===== src/rtl/param_shift_register.sv =====
// Parametrised hold/load/shift/rotate operand register with start/busy/done handshake.
// Optional carry output when PARAM_SHIFT_REGISTER_CARRY_EN is defined.
`timescale 1ns/1ps
module param_shift_register #(
    parameter int WIDTH = 8,
    parameter int AMT_W = 3
) (
    input  logic                    clk,
    input  logic                    rst,
    input  logic [2:0]              Tx,
    input  logic                    start,
    input  logic signed [WIDTH-1:0] in,
    input  logic [AMT_W-1:0]        amt,
    output logic signed [WIDTH-1:0] out,
    output logic                    busy,
    output logic                    done
`ifdef PARAM_SHIFT_REGISTER_CARRY_EN
    ,
    output logic                    carry
`endif
);

    typedef enum logic [2:0] {
        OP_HOLD = 3'b000,
        OP_LOAD = 3'b001,
        OP_SHR  = 3'b010,
        OP_SHL  = 3'b011,
        OP_CLR  = 3'b100,
        OP_SHRA = 3'b101,
        OP_ROR  = 3'b110,
        OP_ROL  = 3'b111
    } op_t;

    typedef enum logic {
        IDLE  = 1'b0,
        SHIFT = 1'b1
    } state_t;

    localparam logic [AMT_W-1:0] AMT_ONE = {{(AMT_W-1){1'b0}}, 1'b1};

    state_t           state;
    op_t              op_q;
    logic [AMT_W-1:0] count;
    op_t              op_in;
    logic             accept;

    assign op_in  = op_t'(Tx);
    assign accept = start & ~busy;

    function automatic logic is_shift_op(input op_t op);
        return (op != OP_HOLD) && (op != OP_LOAD) && (op != OP_CLR);
    endfunction

    // One 1-bit step of the selected shift/rotate; multi-bit amounts iterate this.
    function automatic logic signed [WIDTH-1:0] step_val(input op_t op,
                                                         input logic signed [WIDTH-1:0] v);
        logic signed [WIDTH-1:0] r;
        r = v;
        case (op)
            OP_SHR:  r = {1'b0, v[WIDTH-1:1]};
            OP_SHL:  r = {v[WIDTH-2:0], 1'b0};
            OP_SHRA: r = {v[WIDTH-1], v[WIDTH-1:1]};
            OP_ROR:  r = {v[0], v[WIDTH-1:1]};
            OP_ROL:  r = {v[WIDTH-2:0], v[WIDTH-1]};
            default: r = v;
        endcase
        return r;
    endfunction

`ifdef PARAM_SHIFT_REGISTER_CARRY_EN
    function automatic logic shifted_out(input op_t op, input logic signed [WIDTH-1:0] v);
        logic b;
        case (op)
            OP_SHL, OP_ROL: b = v[WIDTH-1];
            default:        b = v[0];
        endcase
        return b;
    endfunction
`endif

    always_ff @(posedge clk or posedge rst) begin
        if (rst) begin
            state <= IDLE;
            op_q  <= OP_HOLD;
            count <= '0;
            out   <= '0;
            busy  <= 1'b0;
            done  <= 1'b0;
`ifdef PARAM_SHIFT_REGISTER_CARRY_EN
            carry <= 1'b0;
`endif
        end else begin
            done <= 1'b0;
            case (state)
                IDLE: begin
                    if (accept) begin
                        op_q <= op_in;
                        if (!is_shift_op(op_in) || amt == '0) begin
                            count <= '0;
                            done  <= 1'b1;
                            case (op_in)
                                OP_LOAD: out <= in;
                                OP_CLR:  out <= '0;
                                default: ;
                            endcase
`ifdef PARAM_SHIFT_REGISTER_CARRY_EN
                            if (op_in == OP_LOAD || op_in == OP_CLR)
                                carry <= 1'b0;
`endif
                        end else begin
                            // Accept edge already performs the first step.
                            out   <= step_val(op_in, out);
                            count <= amt - AMT_ONE;
`ifdef PARAM_SHIFT_REGISTER_CARRY_EN
                            carry <= shifted_out(op_in, out);
`endif
                            if (amt == AMT_ONE) begin
                                done <= 1'b1;
                            end else begin
                                state <= SHIFT;
                                busy  <= 1'b1;
                            end
                        end
                    end
                end
                SHIFT: begin
                    out   <= step_val(op_q, out);
                    count <= count - AMT_ONE;
`ifdef PARAM_SHIFT_REGISTER_CARRY_EN
                    carry <= shifted_out(op_q, out);
`endif
                    if (count == AMT_ONE) begin
                        state <= IDLE;
                        busy  <= 1'b0;
                        done  <= 1'b1;
                    end
                end
                default: begin
                    state <= IDLE;
                    busy  <= 1'b0;
                end
            endcase
        end
    end

endmodule


===== config.mk =====
export PLATFORM = sky130hd
export DESIGN_NAME = param_shift_register
export DESIGN_NICKNAME = d
export VERILOG_FILES = /design/src/rtl/param_shift_register.sv
export SDC_FILE = /design/constraint.sdc
export NUM_CORES = 1
export LEC_CHECK = 0
export ABC_AREA = 1
export BUFFER_PORTS_ARGS = -buffer_cell sky130_fd_sc_hd__clkbuf_2
export CORE_ASPECT_RATIO = 1.1
export CORE_MARGIN = 3
export CORE_UTILIZATION = 30
export CTS_CLUSTER_DIAMETER = 200
export DETAILED_ROUTE_END_ITERATION = 8
export PLACE_DENSITY = 0.55
export RECOVER_POWER = 100
export SLEW_MARGIN = 20
export SYNTH_ARGS = -nofsm -noshare
export SYNTH_HDL_FRONTEND = slang
export SYNTH_SLANG_ARGS = --single-unit

===== constraint.sdc =====
create_clock -name clk -period 1.54 [get_ports clk]
set_clock_uncertainty 0.15 [all_clocks]
set_input_delay 0.154 -clock clk [delete_from_list [all_inputs] [get_ports clk]]
set_output_delay 0.154 -clock clk [all_outputs]
set_load 0.02 [all_outputs]

**Yosys cells after proc, flatten, opt, wreduce, memory -nomap -nowiden**

Index checks and enable logic that the tools add are counted.
W data, S select, Z words.

- Divide/modulo/power cells: 0
- Add/sub/neg operators: 2
- Equal/unequal tests: 27
- Reductions and logical operators: 10
- Bitwise logic cells: 3
- Multiplexer cells: 24
- Shift operators: 0
- $mul: 0
- Order comparisons: 0

Operators by type and width:

| operator | count |
|---|---|
| $pmux W8 S5 | 2 |
| $pmux W8 S2 | 2 |
| $eq A3 B3 Y1 const B | 7 |
| $mux W8 | 2 |
| $eq A3 B2 Y1 const B | 4 |
| $mux W1 | 12 |
| $eq A3 B1 Y1 const B | 3 |
| $ne A2 B2 Y1 const B | 4 |
| $reduce_and A4 Y1 | 2 |
| $ne A7 B2 Y1 const B | 1 |
| $mux W3 | 2 |
| $ne A3 B3 Y1 const B | 2 |
| $ne A6 B1 Y1 const B | 1 |
| $ne A6 B2 Y1 const B | 1 |
| $pmux W1 S2 | 3 |
| $pmux W3 S2 | 1 |
| $reduce_and A6 Y1 | 1 |
| $sub A3 B1 Y3 const B | 2 |
| $ne A5 B1 Y1 const B | 1 |
| $ne A4 B2 Y1 const B | 1 |
| $logic_not A3 Y1 | 1 |
| $ne A3 B1 Y1 const B | 1 |
| $reduce_bool A3 Y1 | 1 |
| $logic_and A1 B1 Y1 | 2 |
| other kinds (6) | 7 |

- Memories: 0
- Bits in writable memories: 0
- Latch bits: 0
- Word-level logic and storage cells: 73
- Output and inout port bits: 10
- Memory bits (read-only): 0
- Flip-flop bits (word level): 17
- Input bits: 17

**Logic depth before layout (Yosys ltp)**

Gate-level depths: netlist (run 1).

- Depth after elaboration: 8
- Gate-level depth with buffers: 12

**Worst setup path before layout (run 1)**

Ideal clock, no wire load.

- Path type: reg2reg
- Start point: register busy
- End point: register out[0]
- Period minus slack after synthesis: 1.391 ns
- Setup slack: 0.149 ns
- Data arrival time: 1.123 ns
- Buffers on the path: 0
- Cell stages (with the launch flop): 10
- Path through: dfrtp_1 inv_1 nand2_1 nand2_1 nand2_1 inv_1 nand2_2 clkinv_2 nand3_1 nand2_1

- Cells in the longest elaborated chain, start to end: 4

RTL lines:

| item | line | RTL |
|---|---|---|
| start, declared | 15 | `output logic busy,` |
| start signal, assigned | 87 | `busy <= 1'b0;` |
| start signal, assigned | 121 | `busy <= 1'b1;` |
| start signal, assigned | 134 | `busy <= 1'b0;` |
| $not A1 Y1 | 48 | `assign accept = start & ~busy;` |
| $and A1 B1 Y1 | 48 |  |
| $ne A2 B2 Y1 (no line) | -- |  |
| $reduce_and A4 Y1 (no line) | -- |  |
| end signal, assigned | 102 | `OP_LOAD: out <= in;` |
| end signal, assigned | 112 | `out <= step_val(op_in, out);` |
| end signal, assigned | 127 | `out <= step_val(op_q, out);` |
| end, declared | 14 | `output logic signed [WIDTH-1:0] out,` |

No other way between the ends.
A chain may end at the register's enable or synchronous reset.

**Worst setup path in the final report (run 1)**

- Start point: register state
- End point: register out[7]

- Cells in the longest elaborated chain, start to end: 3
- Elaborated cells on any way between the ends: 9

RTL lines:

| item | line | RTL |
|---|---|---|
| start, declared | 41 | `state_t state;` |
| start signal, assigned | 83 | `state <= IDLE;` |
| start signal, assigned | 120 | `state <= SHIFT;` |
| start signal, assigned | 133 | `state <= IDLE;` |
| $not A1 Y1 | -- |  |
| $ne A6 B2 Y1 (no line), or another cell as far along | -- |  |
| $reduce_and A6 Y1 (no line) | -- |  |

Several ways; a longest one is shown, not always the timed one.

==> summary.md, run 1 <==
| Metric | Value |
|---|---|
| Diodes inserted | `0` |
| WHS Path Cells | `3` |
| Sequential share of power | `0.336` |
| Hold Vio Cnt, Final | `0` |
| Final setup violating endpoints | `0` |
| Routed vias/inst | `~4.7` |
| Final Core Density | `0.387` |
| Initial antenna violation count | `0` |
| WHS | `approximately 0.096 ns` |
| GRT Overall Usage | `0.132` |
| Endpoint, Worst Hold | `op_q[1]` |
| Sw power | `~1.3 mW` |
| Die Ht | `between 70 and 80 um` |
| Worst endpoint required time | `about 1.5 ns` |
| CTS tree | `yes` |
| Tmin final | `about 1.4 ns` |
| Cell Rows | `24` |
| Family with the most delay on the worst path | `flip-flops` |
| CORE AREA | `roughly 4100 um2` |
| Num ports | `27` |
| CP arrival | `about 1.4 ns` |
| Mapped Area | `between 1000 and 1500 um2` |
| Sequential fraction of the synthesis area | `0.318` |
| Placed cells | `280` |
| CP max FO | `15` |
| Startpoint types | `register` |
| Clk root buf | `clkbuf_8` |
| Die area | `about 5300 um2` |
| Critical Path Max Stage Delay | `just under 0.4 ns` |
| # DRC | `0` |
| RSZ-0062 raised after global routing | `no` |
| Area after DPL | `approximately 1500 um2` |
| Syn Inst Count | `200` |
| Crit. End Element | `register` |
| Synth Register Bits | `17` |
| Final Non-Filler Cells | `~290` |
| Period Utilization, post-route | `0.897` |
| Post-route ant nets | `0` |
| Pwr Density | `1660 nW/um2` |
| CTS max path bufs | `2` |
| Pre-CTS WS | `0.100 ns` |
| Clk pwr share | `0.127` |
| Crit-path cells | `inv_2 -> clkbuf_4 -> nand4_1 -> nand2_1 -> nor2_1 -> nand2_1 -> nand2_1` |
| Internal | `1.34 mW` |
| Reg2reg end | `out[7]` |
| DP Wirelength | `around 2600 um` |
| Pleak | `0.867 nW` |
| First-pass GRT wire length | `approximately 5900 um` |
| Power after layout | `between 2 and 3 mW` |
| Setup slack, reg-to-reg | `around 0.16 ns` |
| CTS buffer count | `3` |
| Htree depth | `1` |
| Run status | `completed` |
| Worst-skew pair later-pin latency | `between 0.2 and 0.3 ns` |
| Fin Setup TNS | `0 ns` |
| Worst Path Buf+Inv | `2` |
| Syn Nets | `roughly 220` |
| Final worst slack | `between 0.15 and 0.2 ns` |
| Area occupied by multi-input gates | `766 um2` |
| Via count | `around 1300` |
| Grt ovf | `0` |
| Fin. max-slew vios | `0` |
| WL per Instance | `about 12 um` |
| CTS sink count | `17` |
| GP Congestion | `0.820` |
| Fin area | `between 1500 and 2000 um2` |
| VDD IR max | `roughly 400 uV` |
| DRT Wirelength | `~3400 um` |
| Worst min-delay path startpoint | `Tx[1]` |
| Post-layout nets | `~260` |
| Maximum clock frequency | `between 0.7 and 0.8 GHz` |
| Comb power frac | `0.537` |
| Port Buffers | `26` |
| DR iter-0 viols | `65` |
| Die Span X | `approximately 70 um` |
| Largest net degree at the start of global routing | `18` |
| Fill cells | `between 400 and 500` |
| Yosys cell types | `27` |
| Layout cells sized above 1 | `0.175` |
| R2R Path Start | `state` |
| Worst slew pin tran | `between 0.4 and 0.5 ns` |
| Vias in the first global route | `roughly 1300` |
| MaxCap Viol Count | `0` |
| CTS resizes | `0` |
| Slew HR | `0.713` |
| Hold Path Class | `primary input to register` |
| Area Overhead vs Synth | `19.1%` |
| Slowest-stage cell, CP | `dfrtp_1` |
| Clk slew on worst S/H paths | `around 0.070 ns` |
| R2R cell count | `7` |
| CP most frequent cell | `nand2_1` |
| WS Path Type | `register to register` |
| Initial core utilization | `0.325` |
| Syn avg cell area | `6.69 um2` |
| Register area | `roughly 430 um2` |
| Initial DRT Pass Iterations | `4` |
| Sw frac | `0.492` |
| Syn. warnings | `0` |
==> state kept, by name, indices dropped and copies added, names as in the netlist <==
register and flops:
busy 1, out 8, op_q 3, done 1, count 3, state 1
==> tightest hold or removal path: stages <==
cell and delay (ns):
clkbuf_2 0.09, inv_2 0.10, o21ai_0 0.10
==> routing by layer <==
layer	part of all wire	vias up	track usage
met1	0.49	587	0.177
met3	0.055	5	0.0290
met2	0.43	29	0.201
li1	-	719	-
met5	0	-	0
met4	0.019	0	0.0632
==> area by class of cell <==
class / instances / share of cell area
Clock buffer: 3 / 0.0259
Clock inverter: 1 / 0.00314
Inverter: 24 / 0.0604
Multi-Input combinational cell: 153 / 0.480
Sequential cell: 17 / 0.267
Tap cell: 52 / 0.0408
Timing Repair Buffer: 36 / 0.122
==> power groups by stage <==
stage | registers [mW] | logic (mW) | clock network [mW]
after floorplan | 0.981 | 0.948 | 0
after global placement | 0.901 | 1.45 | 0
after detailed placement | 0.899 | 1.45 | 0
after CTS | 0.888 | 1.46 | 0.347
after global routing | 0.922 | 1.64 | 0.366
final | 0.889 | 1.42 | 0.336
==> timing repair <==
| item | CTS | global route |
|---|---|---|
| hold endpoints to repair | 18 | 0 |
| buffers inserted | 0 | 0 |
| hold buffers | 2 | 0 |
==> Yosys cell counts <==
library cell  number  area share
o211ai_1           1      0.0056
buf_2              2      0.0075
nand2_1           74        0.21
inv_2              2      0.0056
buf_6              3       0.025
nand4_1            7       0.033
inv_1             20       0.056
nand2_2            3       0.014
nand2_4            3       0.025
nor2_1             6       0.017
o21ai_1            1      0.0037
nand3_2            2       0.015
buf_4              1      0.0056
dfrtp_1           17        0.32
o31ai_1            1      0.0056
ha_1               5       0.047
xor2_1             1      0.0065
nand3_1           22       0.082
a21oi_1            7       0.026
nor3_2             1      0.0075
o21bai_1           1      0.0056
o221ai_1           1      0.0065
nor3_1             1      0.0037
o21ai_0           15       0.056
o22ai_1            1      0.0047
clkinv_2           1      0.0037
clkinv_4           1      0.0065
==> worst max path at each step <==
| stage | slack [ns] | endpoint | depth (start not counted) | start |
|---|---|---|---|---|
| final | 0.16 | out[7] | 7 | state |
| after global routing | 0.007 | out[0] | 9 | busy |
| after CTS | 0.15 | out[3] | 9 | busy |
| after detailed placement | 0.10 | out[3] | 10 | amt[0] |
| after global placement | 0.12 | out[7] | 12 | amt[0] |
| after floorplan | 0.15 | out[0] | 9 | busy |
==> cells in the final DEF, fill, tap and decap left out, types with 2 or more instances in the layout <==
cell type,synthesis,final
nand4_1,7,7
a21oi_1,7,7
ha_1,5,5
nor2_1,6,6
o21ai_0,15,15
buf_4,1,6
dfrtp_1,17,17
inv_1,20,20
nand2_2,3,3
clkinv_2,1,2
nand3_1,22,22
nand2_4,3,3
clkbuf_8,0,3
nand2_1,74,74
clkbuf_2,0,17
dlygate4sd3_1,0,2
inv_2,2,2
nand3_2,2,2
clkbuf_1,0,10
==> cell families after synthesis <==
family	after synthesis	share of synthesized area
DFF	17	0.318
AOI/OAI and AO/OA	28	0.114
buffers and inverters	30	0.110
and+or+nand+nor	119	0.405
xor gates and xnor gates	1	0.00654
adders and majority gates	5	0.0467
No activity file was read; power rests on OpenSTA's default activity.
==> inputs of run 2 (changes only) <==
--- a/config.mk
+++ b/config.mk
@@ -12,7 +12,7 @@
 export CORE_UTILIZATION = 30
 export CTS_CLUSTER_DIAMETER = 200
 export DETAILED_ROUTE_END_ITERATION = 8
-export PLACE_DENSITY = 0.55
+export PLACE_DENSITY = 0.57
 export RECOVER_POWER = 100
 export SLEW_MARGIN = 20
 export SYNTH_ARGS = -nofsm -noshare
==> constraint.sdc (replaced) <==
create_clock -name clk -period 1.15 [get_ports clk]
set_clock_uncertainty 0.15 [all_clocks]
set_input_delay 0.115 -clock clk [delete_from_list [all_inputs] [get_ports clk]]
set_output_delay 0.115 -clock clk [all_outputs]
set_load 0.02 [all_outputs]
==> summary.md, run 2 (synthesis gave the netlist of run 1 again) <==
| Metric | Value |
|---|---|
| Run status | `finished with violations` |
| Violated checks | `negative setup slack` |
| Final setup violating endpoints | `21` |
| Initial antenna violation count | `0` |
| Largest registers | `out x8, count x3, op_q x3` |
| Post-route ant nets | `0` |
| Largest net degree at the start of global routing | `18` |
| WL per Instance | `12.4 um` |
| CTS buffer count | `3` |
| CORE AREA | `roughly 4100 um2` |
| VDD IR max | `approximately 1500 uV` |
| Layout cells sized above 1 | `0.460` |
| Die Span X | `approximately 70 um` |
| Worst-skew pair later-pin latency | `roughly 0.26 ns` |
| Area occupied by multi-input gates | `between 900 and 1000 um2` |
| Vias in the first global route | `between 1500 and 2000` |
| Placed cells | `roughly 310` |
| Sequential share of power | `0.234` |
| Hold Path Class | `primary input to register` |
| CTS sink count | `17` |
| Fin. max-slew vios | `0` |
| First-pass GRT wire length | `6890 um` |
| Clk slew on worst S/H paths | `~0.070 ns` |
| Pwr Density | `2390 nW/um2` |
| Sw power | `between 2 and 2.5 mW` |
| Initial DRT Pass Iterations | `4` |
| Area after DPL | `~1800 um2` |
| DR iter-0 viols | `80` |
| Register area | `roughly 430 um2` |
| Htree depth | `1` |
| GRT Overall Usage | `0.156` |
| Final Core Density | `0.528` |
| RSZ-0062 raised after global routing | `yes` |
| CTS max path bufs | `2` |
| Grt ovf | `0` |
| Final worst slack | `-0.144 ns` |
| Worst endpoint required time | `around 1.2 ns` |
| Cell Rows | `24` |
| Port Buffers | `26` |
| Fin Setup TNS | `-1.60 ns` |
| Area Overhead vs Synth | `62.1%` |
| Internal | `2.87 mW` |
| Clk pwr share | `0.091` |
| CP max FO | `6` |
| Via count | `about 1600` |
| Diodes inserted | `0` |
| Initial core utilization | `0.325` |
| Slew HR | `0.700` |
| Post-layout nets | `297` |
| Die area | `roughly 5300 um2` |
| Fill cells | `399` |
| CP arrival | `roughly 1.3 ns` |
| DP Wirelength | `between 2000 and 3000 um` |
| Clk root buf | `clkbuf_8` |
| Final Non-Filler Cells | `between 300 and 400` |
| Routed vias/inst | `~4.8` |
| # DRC | `0` |
| Tmin final | `about 1.3 ns` |
| Worst slew pin tran | `~0.45 ns` |
| Die Ht | `between 70 and 80 um` |
| MaxCap Viol Count | `0` |
| GP Congestion | `between 0.7 and 0.8` |
| Commonest non-fill, non-tap cells in the layout | `nand2_1 (60), buf_4 (37), nand3_1 (21), clkbuf_2 (20), nand2_2 (14)` |
| Startpoint types | `register` |
| Sw frac | `0.448` |
| CTS tree | `yes` |
| Maximum clock frequency | `just under 0.8 GHz` |
| Fin area | `roughly 2200 um2` |
| Comb power frac | `0.675` |
| Period Utilization, post-route | `1.12` |
| Biggest register | `out` |
| Hold Vio Cnt, Final | `0` |
| Crit. End Element | `register` |
| Commonest non-fill, non-tap cell in the layout | `nand2_1` |
| WS Path Type | `register to register` |
| DRT Wirelength | `just over 4000 um` |
| Max reg flops | `8` |
| Pleak | `~1.1 nW` |
| Num ports | `27` |
| Pre-CTS WS | `-0.187 ns` |
[run 2: cell types whose count changed in the layout (fill, tap and decap cells not counted), sizes merged]
cell,previous run,this run
nand3,24,25
clkbuf,31,25
buf,6,53
clkinv,3,2
dlygate4sd3,2,1
[run 2: critical path: stages, from the launching register on]
cell and delay, ns:
dfrtp_2 0.42, clkinv_4 0.11, nand2_4 0.07, nand2_2 0.04
inv_2 0.09, nand2_8 0.08, buf_6 0.12, nand2_1 0.05
nand2_1 0.05
[run 2: final cells by class]
cell class,instances,share of cell area
clock buffer,4,0.0207
multi-input combinational,154,0.421
inverter,24,0.0507
tap,52,0.0300
sequential,17,0.199
timing repair buffer,75,0.278
[run 2: worst paths after layout]
kind | to | slack [ns] | start | cells after the start
worst max-delay path | out[3] | -0.14 | state | 8
min in group asynchronous | out[5] | 0.32 | rst | 4
worst min-delay path | count[0] | 0.01 | amt[0] | 3
worst max register to register | out[3] | -0.14 | state | 8
worst min register to register | op_q[1] | 0.42 | op_q[1] | 2
max in group asynchronous | state | 0.19 | rst | 4
[run 2: metrics by stage]
stage          total power, mW  hold WS, ns
3_5_place_dp              3.64      -0.0223
4_1_cts                   4.60       0.0137
5_1_grt                   5.64       0.0206
2_1_floorplan             2.69       -0.109
3_3_place_gp              3.63      -0.0224
6_report                  5.19       0.0139
[run 2: power by group through the flow]
stage	clock network (mW)	logic, mW	registers, mW
2_1_floorplan	0	1.37	1.32
3_3_place_gp	0	2.46	1.17
3_5_place_dp	0	2.46	1.17
4_1_cts	0.477	2.97	1.16
5_1_grt	0.508	3.87	1.26
6_report	0.472	3.51	1.22
[run 2: routing by layer]
metal	vias up	GRT usage	wire, um
met1	741	0.205	1790
li1	804	-	-
met4	0	0.0613	72
met3	7	0.0185	186
met5	-	0	0
met2	29	0.259	1990
[run 2: what timing repair did]
| item | 4_1_cts | 5_1_grt |
|---|---|---|
| pin swaps | 4 | 21 |
| setup endpoints to repair | 22 | 25 |
| hold endpoints to repair | 17 | 0 |
| cloned | 1 | 0 |
| hold buffers | 1 | 0 |
| gates resized for setup | 21 | 50 |
| buffers inserted | 7 | 5 |
